**config.mk**
```make
export PLATFORM = sky130hd
export DESIGN_NAME = uart_rx_cfg
export DESIGN_NICKNAME = d
export VERILOG_FILES = /design/src/rtl/uart_pkg.sv /design/src/rtl/uart_rx_sync.sv /design/src/rtl/uart_rx_cfg.sv
export SDC_FILE = /design/constraint.sdc
export NUM_CORES = 1
export LEC_CHECK = 0
export CORE_ASPECT_RATIO = 0.8
export CORE_UTILIZATION = 40
export CTS_CLUSTER_DIAMETER = 60
export DETAILED_ROUTE_END_ITERATION = 6
export GPL_ROUTABILITY_DRIVEN = 0
export PLACE_DENSITY_LB_ADDON = 0.3
export RECOVER_POWER = 100
export SLEW_MARGIN = 20
export SYNTH_ARGS = -nofsm -noshare
export SYNTH_HDL_FRONTEND = slang
export SYNTH_HIERARCHICAL = 1
export SYNTH_SLANG_ARGS = --single-unit
```
**constraint.sdc**
```tcl
create_clock -name clk -period 3.8 [get_ports clk]
set_input_delay 0.76 -clock clk [delete_from_list [all_inputs] [get_ports clk]]
set_output_delay 0.76 -clock clk [all_outputs]
set_load 0.02 [all_outputs]
```
**src/rtl/uart_pkg.sv**
```systemverilog
// rtl/uart_pkg.sv - shared UART types and constants
package uart_pkg;

    typedef enum logic [2:0] {
        ST_IDLE,
        ST_START,
        ST_DATA,
        ST_PARITY,
        ST_STOP,
        ST_WAIT_HIGH
    } rx_state_t;

    localparam int MIN_DIV = 4;

    // Parity mode encoding, shared by receiver and transmitter
    localparam logic [1:0] PAR_NONE = 2'd0;
    localparam logic [1:0] PAR_EVEN = 2'd1;
    localparam logic [1:0] PAR_ODD  = 2'd2;

endpackage

```
**src/rtl/uart_rx_sync.sv**
```systemverilog
// rtl/uart_rx_sync.sv - two-flop rx synchroniser with falling-edge pulse
module uart_rx_sync (
    input  logic clk,
    input  logic rst,
    input  logic rx,
    output logic rx_s,
    output logic rx_fall
);

    logic meta_q, meta_d;
    logic sync_q, sync_d;
    logic prev_q, prev_d;

    always_comb begin
        meta_d = rx;
        sync_d = meta_q;
        prev_d = sync_q;
    end

    // Preset to the idle level so leaving reset never looks like a start edge
    always_ff @(posedge clk) begin
        if (rst) begin
            meta_q <= 1'b1;
            sync_q <= 1'b1;
            prev_q <= 1'b1;
        end else begin
            meta_q <= meta_d;
            sync_q <= sync_d;
            prev_q <= prev_d;
        end
    end

    assign rx_s    = sync_q;
    assign rx_fall = prev_q & ~sync_q;

endmodule

```
**src/rtl/uart_rx_cfg.sv**
```systemverilog
// rtl/uart_rx_cfg.sv - runtime-configurable UART receiver with error flags
module uart_rx_cfg
    import uart_pkg::*;
#(
    parameter int DATA_W = 8,
    parameter int DIV_W  = 16
) (
    input  logic              clk,
    input  logic              rst,
    input  logic              rx,
    input  logic [DIV_W-1:0]  baud_div,
    input  logic              par_en,
    input  logic              par_odd,
    input  logic              stop2,
    input  logic              clr_rdy,
    output logic              rdy,
    output logic [DATA_W-1:0] rx_data,
    output logic              par_err,
    output logic              frm_err,
    output logic              ovr_err
);

    localparam int BC_W = $clog2(DATA_W + 1);

    logic rx_s;
    logic rx_fall;

    uart_rx_sync u_sync (
        .clk     (clk),
        .rst     (rst),
        .rx      (rx),
        .rx_s    (rx_s),
        .rx_fall (rx_fall)
    );

    rx_state_t         state_q, state_d;
    logic [DIV_W-1:0]  cnt_q, cnt_d;
    logic [DIV_W-1:0]  div_cap_q, div_cap_d;
    logic [1:0]        mode_q, mode_d;
    logic              stop2_q, stop2_d;
    logic [BC_W-1:0]   bit_cnt_q, bit_cnt_d;
    logic              stop_idx_q, stop_idx_d;
    logic [DATA_W-1:0] shift_q, shift_d;
    logic              perr_q, perr_d;
    logic              ferr_q, ferr_d;
    logic              rdy_q, rdy_d;
    logic [DATA_W-1:0] data_q, data_d;
    logic              par_err_q, par_err_d;
    logic              frm_err_q, frm_err_d;
    logic              ovr_err_q, ovr_err_d;

    logic [DIV_W-1:0]  div_eff;
    logic [1:0]        mode_in;

    assign div_eff = (baud_div < DIV_W'(MIN_DIV)) ? DIV_W'(MIN_DIV) : baud_div;
    assign mode_in = !par_en ? PAR_NONE : (par_odd ? PAR_ODD : PAR_EVEN);

    always_comb begin
        state_d    = state_q;
        cnt_d      = cnt_q;
        div_cap_d  = div_cap_q;
        mode_d     = mode_q;
        stop2_d    = stop2_q;
        bit_cnt_d  = bit_cnt_q;
        stop_idx_d = stop_idx_q;
        shift_d    = shift_q;
        perr_d     = perr_q;
        ferr_d     = ferr_q;
        rdy_d      = rdy_q;
        data_d     = data_q;
        par_err_d  = par_err_q;
        frm_err_d  = frm_err_q;
        ovr_err_d  = ovr_err_q;

        if (clr_rdy) begin
            rdy_d     = 1'b0;
            par_err_d = 1'b0;
            frm_err_d = 1'b0;
            ovr_err_d = 1'b0;
        end

        case (state_q)
            ST_IDLE: begin
                if (rx_fall) begin
                    cnt_d     = div_eff >> 1;
                    div_cap_d = div_eff;
                    mode_d    = mode_in;
                    stop2_d   = stop2;
                    state_d   = ST_START;
                end
            end
            ST_START, ST_DATA, ST_PARITY, ST_STOP: begin
                if (cnt_q != '0) begin
                    cnt_d = cnt_q - DIV_W'(1);
                end else begin
                    cnt_d = div_cap_q - DIV_W'(1);
                    if (state_q == ST_START) begin
                        bit_cnt_d = '0;
                        state_d   = rx_s ? ST_IDLE : ST_DATA;
                    end else if (state_q == ST_DATA) begin
                        shift_d = {rx_s, shift_q[DATA_W-1:1]};
                        if (bit_cnt_q == BC_W'(DATA_W - 1)) begin
                            perr_d     = 1'b0;
                            ferr_d     = 1'b0;
                            stop_idx_d = 1'b0;
                            state_d    = (mode_q != PAR_NONE) ? ST_PARITY : ST_STOP;
                        end else begin
                            bit_cnt_d = bit_cnt_q + BC_W'(1);
                        end
                    end else if (state_q == ST_PARITY) begin
                        perr_d  = (^shift_q) ^ rx_s ^ (mode_q == PAR_ODD);
                        state_d = ST_STOP;
                    end else begin
                        ferr_d = ferr_q | ~rx_s;
                        if (stop_idx_q == stop2_q) begin
                            // Delivery overrides a coincident clr_rdy
                            rdy_d     = 1'b1;
                            data_d    = shift_q;
                            par_err_d = perr_q;
                            frm_err_d = ferr_q | ~rx_s;
                            if (rdy_q && !clr_rdy) begin
                                ovr_err_d = 1'b1;
                            end
                            state_d = rx_s ? ST_IDLE : ST_WAIT_HIGH;
                        end else begin
                            stop_idx_d = 1'b1;
                        end
                    end
                end
            end
            ST_WAIT_HIGH: begin
                if (rx_s) begin
                    state_d = ST_IDLE;
                end
            end
            default: state_d = ST_IDLE;
        endcase
    end

    always_ff @(posedge clk) begin
        if (rst) begin
            state_q    <= ST_IDLE;
            cnt_q      <= '0;
            div_cap_q  <= '0;
            mode_q     <= PAR_NONE;
            stop2_q    <= 1'b0;
            bit_cnt_q  <= '0;
            stop_idx_q <= 1'b0;
            shift_q    <= '0;
            perr_q     <= 1'b0;
            ferr_q     <= 1'b0;
            rdy_q      <= 1'b0;
            data_q     <= '0;
            par_err_q  <= 1'b0;
            frm_err_q  <= 1'b0;
            ovr_err_q  <= 1'b0;
        end else begin
            state_q    <= state_d;
            cnt_q      <= cnt_d;
            div_cap_q  <= div_cap_d;
            mode_q     <= mode_d;
            stop2_q    <= stop2_d;
            bit_cnt_q  <= bit_cnt_d;
            stop_idx_q <= stop_idx_d;
            shift_q    <= shift_d;
            perr_q     <= perr_d;
            ferr_q     <= ferr_d;
            rdy_q      <= rdy_d;
            data_q     <= data_d;
            par_err_q  <= par_err_d;
            frm_err_q  <= frm_err_d;
            ovr_err_q  <= ovr_err_d;
        end
    end

    assign rdy     = rdy_q;
    assign rx_data = data_q;
    assign par_err = par_err_q;
    assign frm_err = frm_err_q;
    assign ovr_err = ovr_err_q;

endmodule

```
==> metrics <==
post-synth top area cell dfxtp_1; via/cell ratio 5.642; placed insts 560; final clock skew 0.01631 ns; DRC violations left 1; Reg power frac 33.4%; Cell variety after synth 67; hold crit path type reg2reg; ant diodes 0; final worst slack 0.7291 ns; H-tree levels 3; chip width 106.8 µm; critical path type reg2reg; syn_area_per_cell 8.133 µm²; setup violators final 0; dpl hpwl 6328 µm; pre-CTS WS 0.8900 ns; initial DRC count 197; most frequent cells after synthesis nand2_1, dfxtp_1, a21oi_1, nor2_1; grt ovf 0; Power Internal 1.596 mW; Die ar. 9164 µm²; routed wire length 8942 µm; I/O Pins 35; FFs w/ async S/R, synth 0%; row count 30; Worst-Skew Late Latency 0.34 ns; fill count 838; Layout area overhead 16.84%; number of port buffers 34; drt pass-1 iters 7; Post-Route Setup TNS 0 ns; first-pass GRT wire length 14390 µm; Final Non-Filler Cells 576; count of state elements after synthesis 68; EDFF count, synth 0; pin count of the biggest net entering global routing 37; Max Cap Viol 1; initial cell density of the core 41.42%; clk buf depth 2; maximum vdd drop 0.2585 mV; GRT Overall Usage 20.18%; combinational share of power 39.1%; top post-synthesis cells by area dfxtp_1, a21oi_1, nand2_1; initial antenna violation count 0; CP required 4.00 ns; Die Span Y 85.83 µm; Via Count 3250; buffer count from post-CTS setup fixing 0; failing checks DRC, capacitance limit, slew limit; cts bufs inserted 9; P_leak 1.384 nW; CP Launch Type flop; post-synth top area share 38.75%; CTS root buf clkbuf_8; share of layout cells above drive strength 1 8.190%; Syn Std Cell Area 3513 µm²; Fmax achieved 325.6 MHz; Synth Warn # 6; part of the power in the clock network 27.4%; Cells after Synth 432; Max FO, Critical Path 9; most frequent cell after synthesis nand2_1; Placeable Area 8483 µm²; worst rel slew slack -7.833%; Clock Sinks 68; Main synth FF type dfxtp_1; hold slack 0.4054 ns; Resized cells post-CTS 0; Seq/Total Area, Yosys 38.75%; Final Cycle Share 80.81%; Sw Ratio 39.21%; minimum clock period 3.071 ns; Design Power 2.626 mW; syn_nets 457; routed length per instance 15.52 µm; Arr. time, crit path 3.27 ns; setup slack, reg-to-reg 0.73 ns; hold_buf cts 0; unrepaired setup endpoints after global routing no; Max Slew Vio Count 37; run status finished with violations; Routed Antenna Nets 0; NetSw 1.030 mW; slew of the pin with the lowest slew margin 1.617 ns; Nets 484; CTS tree yes; vias in the first global route 2815; Setup crit end kind flop; Fin. Hold Viols 0; pwr dens 639.7 nW/µm²; CTS clk-pin slew, worst paths 0.07 ns
path summary, 6_finish.rpt:
| path | from | end | cells after the start |
|---|---|---|---|
| setup / recovery | cnt_q[2]$_SDFFE_PP0P_ | cnt_q[12]$_SDFFE_PP0P_ | 9 |
| setup reg to reg | cnt_q[2]$_SDFFE_PP0P_ | cnt_q[12]$_SDFFE_PP0P_ | 9 |
| hold reg to reg | u_sync/meta_q$_SDFF_PP1_ | u_sync/rx_s$_SDFF_PP1_ | 1 |
| hold / removal | u_sync/meta_q$_SDFF_PP1_ | u_sync/rx_s$_SDFF_PP1_ | 1 |
per-stage QoR:
step	instance area, µm²	utilization [%]
floorplan	3513	-
detailed placement	3915	46.15
global placement	3915	46.15
global route	4105	48.39
CTS	4154	48.97
finish	4105	48.39
sequential cells by signal, indices dropped and copies added (netlist names), 2 cells and up:
name	cells
div_cap_q	16
rx_data	8
state_q	3
shift_q	8
bit_cnt_q	4
cnt_q	16
mode_q	2
layout by cell type, fill, tap and decap left out, drive strengths merged, types with 4 or more instances in the layout:
master / Yosys / layout
nand3: 13 / 13
dlygate4sd3: 0 / 12
xnor2: 11 / 11
dfxtp: 68 / 68
nor2: 34 / 34
nor3: 16 / 16
o21ai: 14 / 14
or4: 6 / 6
or2: 5 / 5
nand2: 72 / 72
clkdlybuf4s50: 0 / 21
a31oi: 7 / 7
xor2: 9 / 9
nand2b: 6 / 6
clkbuf: 15 / 12
nand3b: 4 / 4
buf: 9 / 5
a211oi: 6 / 6
nor4: 12 / 12
a21oi: 63 / 63
inv: 6 / 7
cells by family after synthesis:
logic type	share of synthesized area [%]
buffers and inverters	4.273
muxes	0.8547
AOI/OAI and AO/OA	22.86
adders and majority gates	0.7121
xor gates and xnor gates	4.986
and+or+nand+nor	27.56
DFF	38.75
critical path, cell delays in order, from the launching register on:
cell and delay, ns:
dfxtp_1 0.39, or4_1 0.63, nor4_1 0.54, a21oi_1 0.18, ha_1 0.21, inv_1 0.12
a41o_1 0.19, nor3_1 0.12, and3b_1 0.21, a2111oi_0 0.36
per-layer routing:
layer / vias to the layer above / global-route usage, % / share of wire (%)
li1: 1614 / - / -
met3: 2 / 4.483 / 6.3
met2: 90 / 28.50 / 42
met1: 1544 / 30.66 / 52
met4: 0 / 4.981 / 0.30
met5: - / 0 / 0
power groups by stage:
stage / sequential (mW) / clock, mW / combinational, mW
floorplan: 0.853 / 0 / 0.922
global route: 0.891 / 0.768 / 1.12
finish: 0.878 / 0.721 / 1.03
CTS: 0.877 / 0.739 / 1.08
detailed placement: 0.893 / 0 / 1.08
global placement: 0.888 / 0 / 1.06
cell type report:
class | count | area (µm²) | area share, %
inverter | 6 | 22.52 | 0.5486
timing repair buffer | 40 | 375.4 | 9.144
sequential | 68 | 1361 | 33.16
tap | 112 | 140.1 | 3.414
clock inverter | 6 | 111.4 | 2.713
multi-input combinational | 334 | 1967 | 47.91
clock buffer | 10 | 127.6 | 3.109
(Power assumes the default switching activity.)
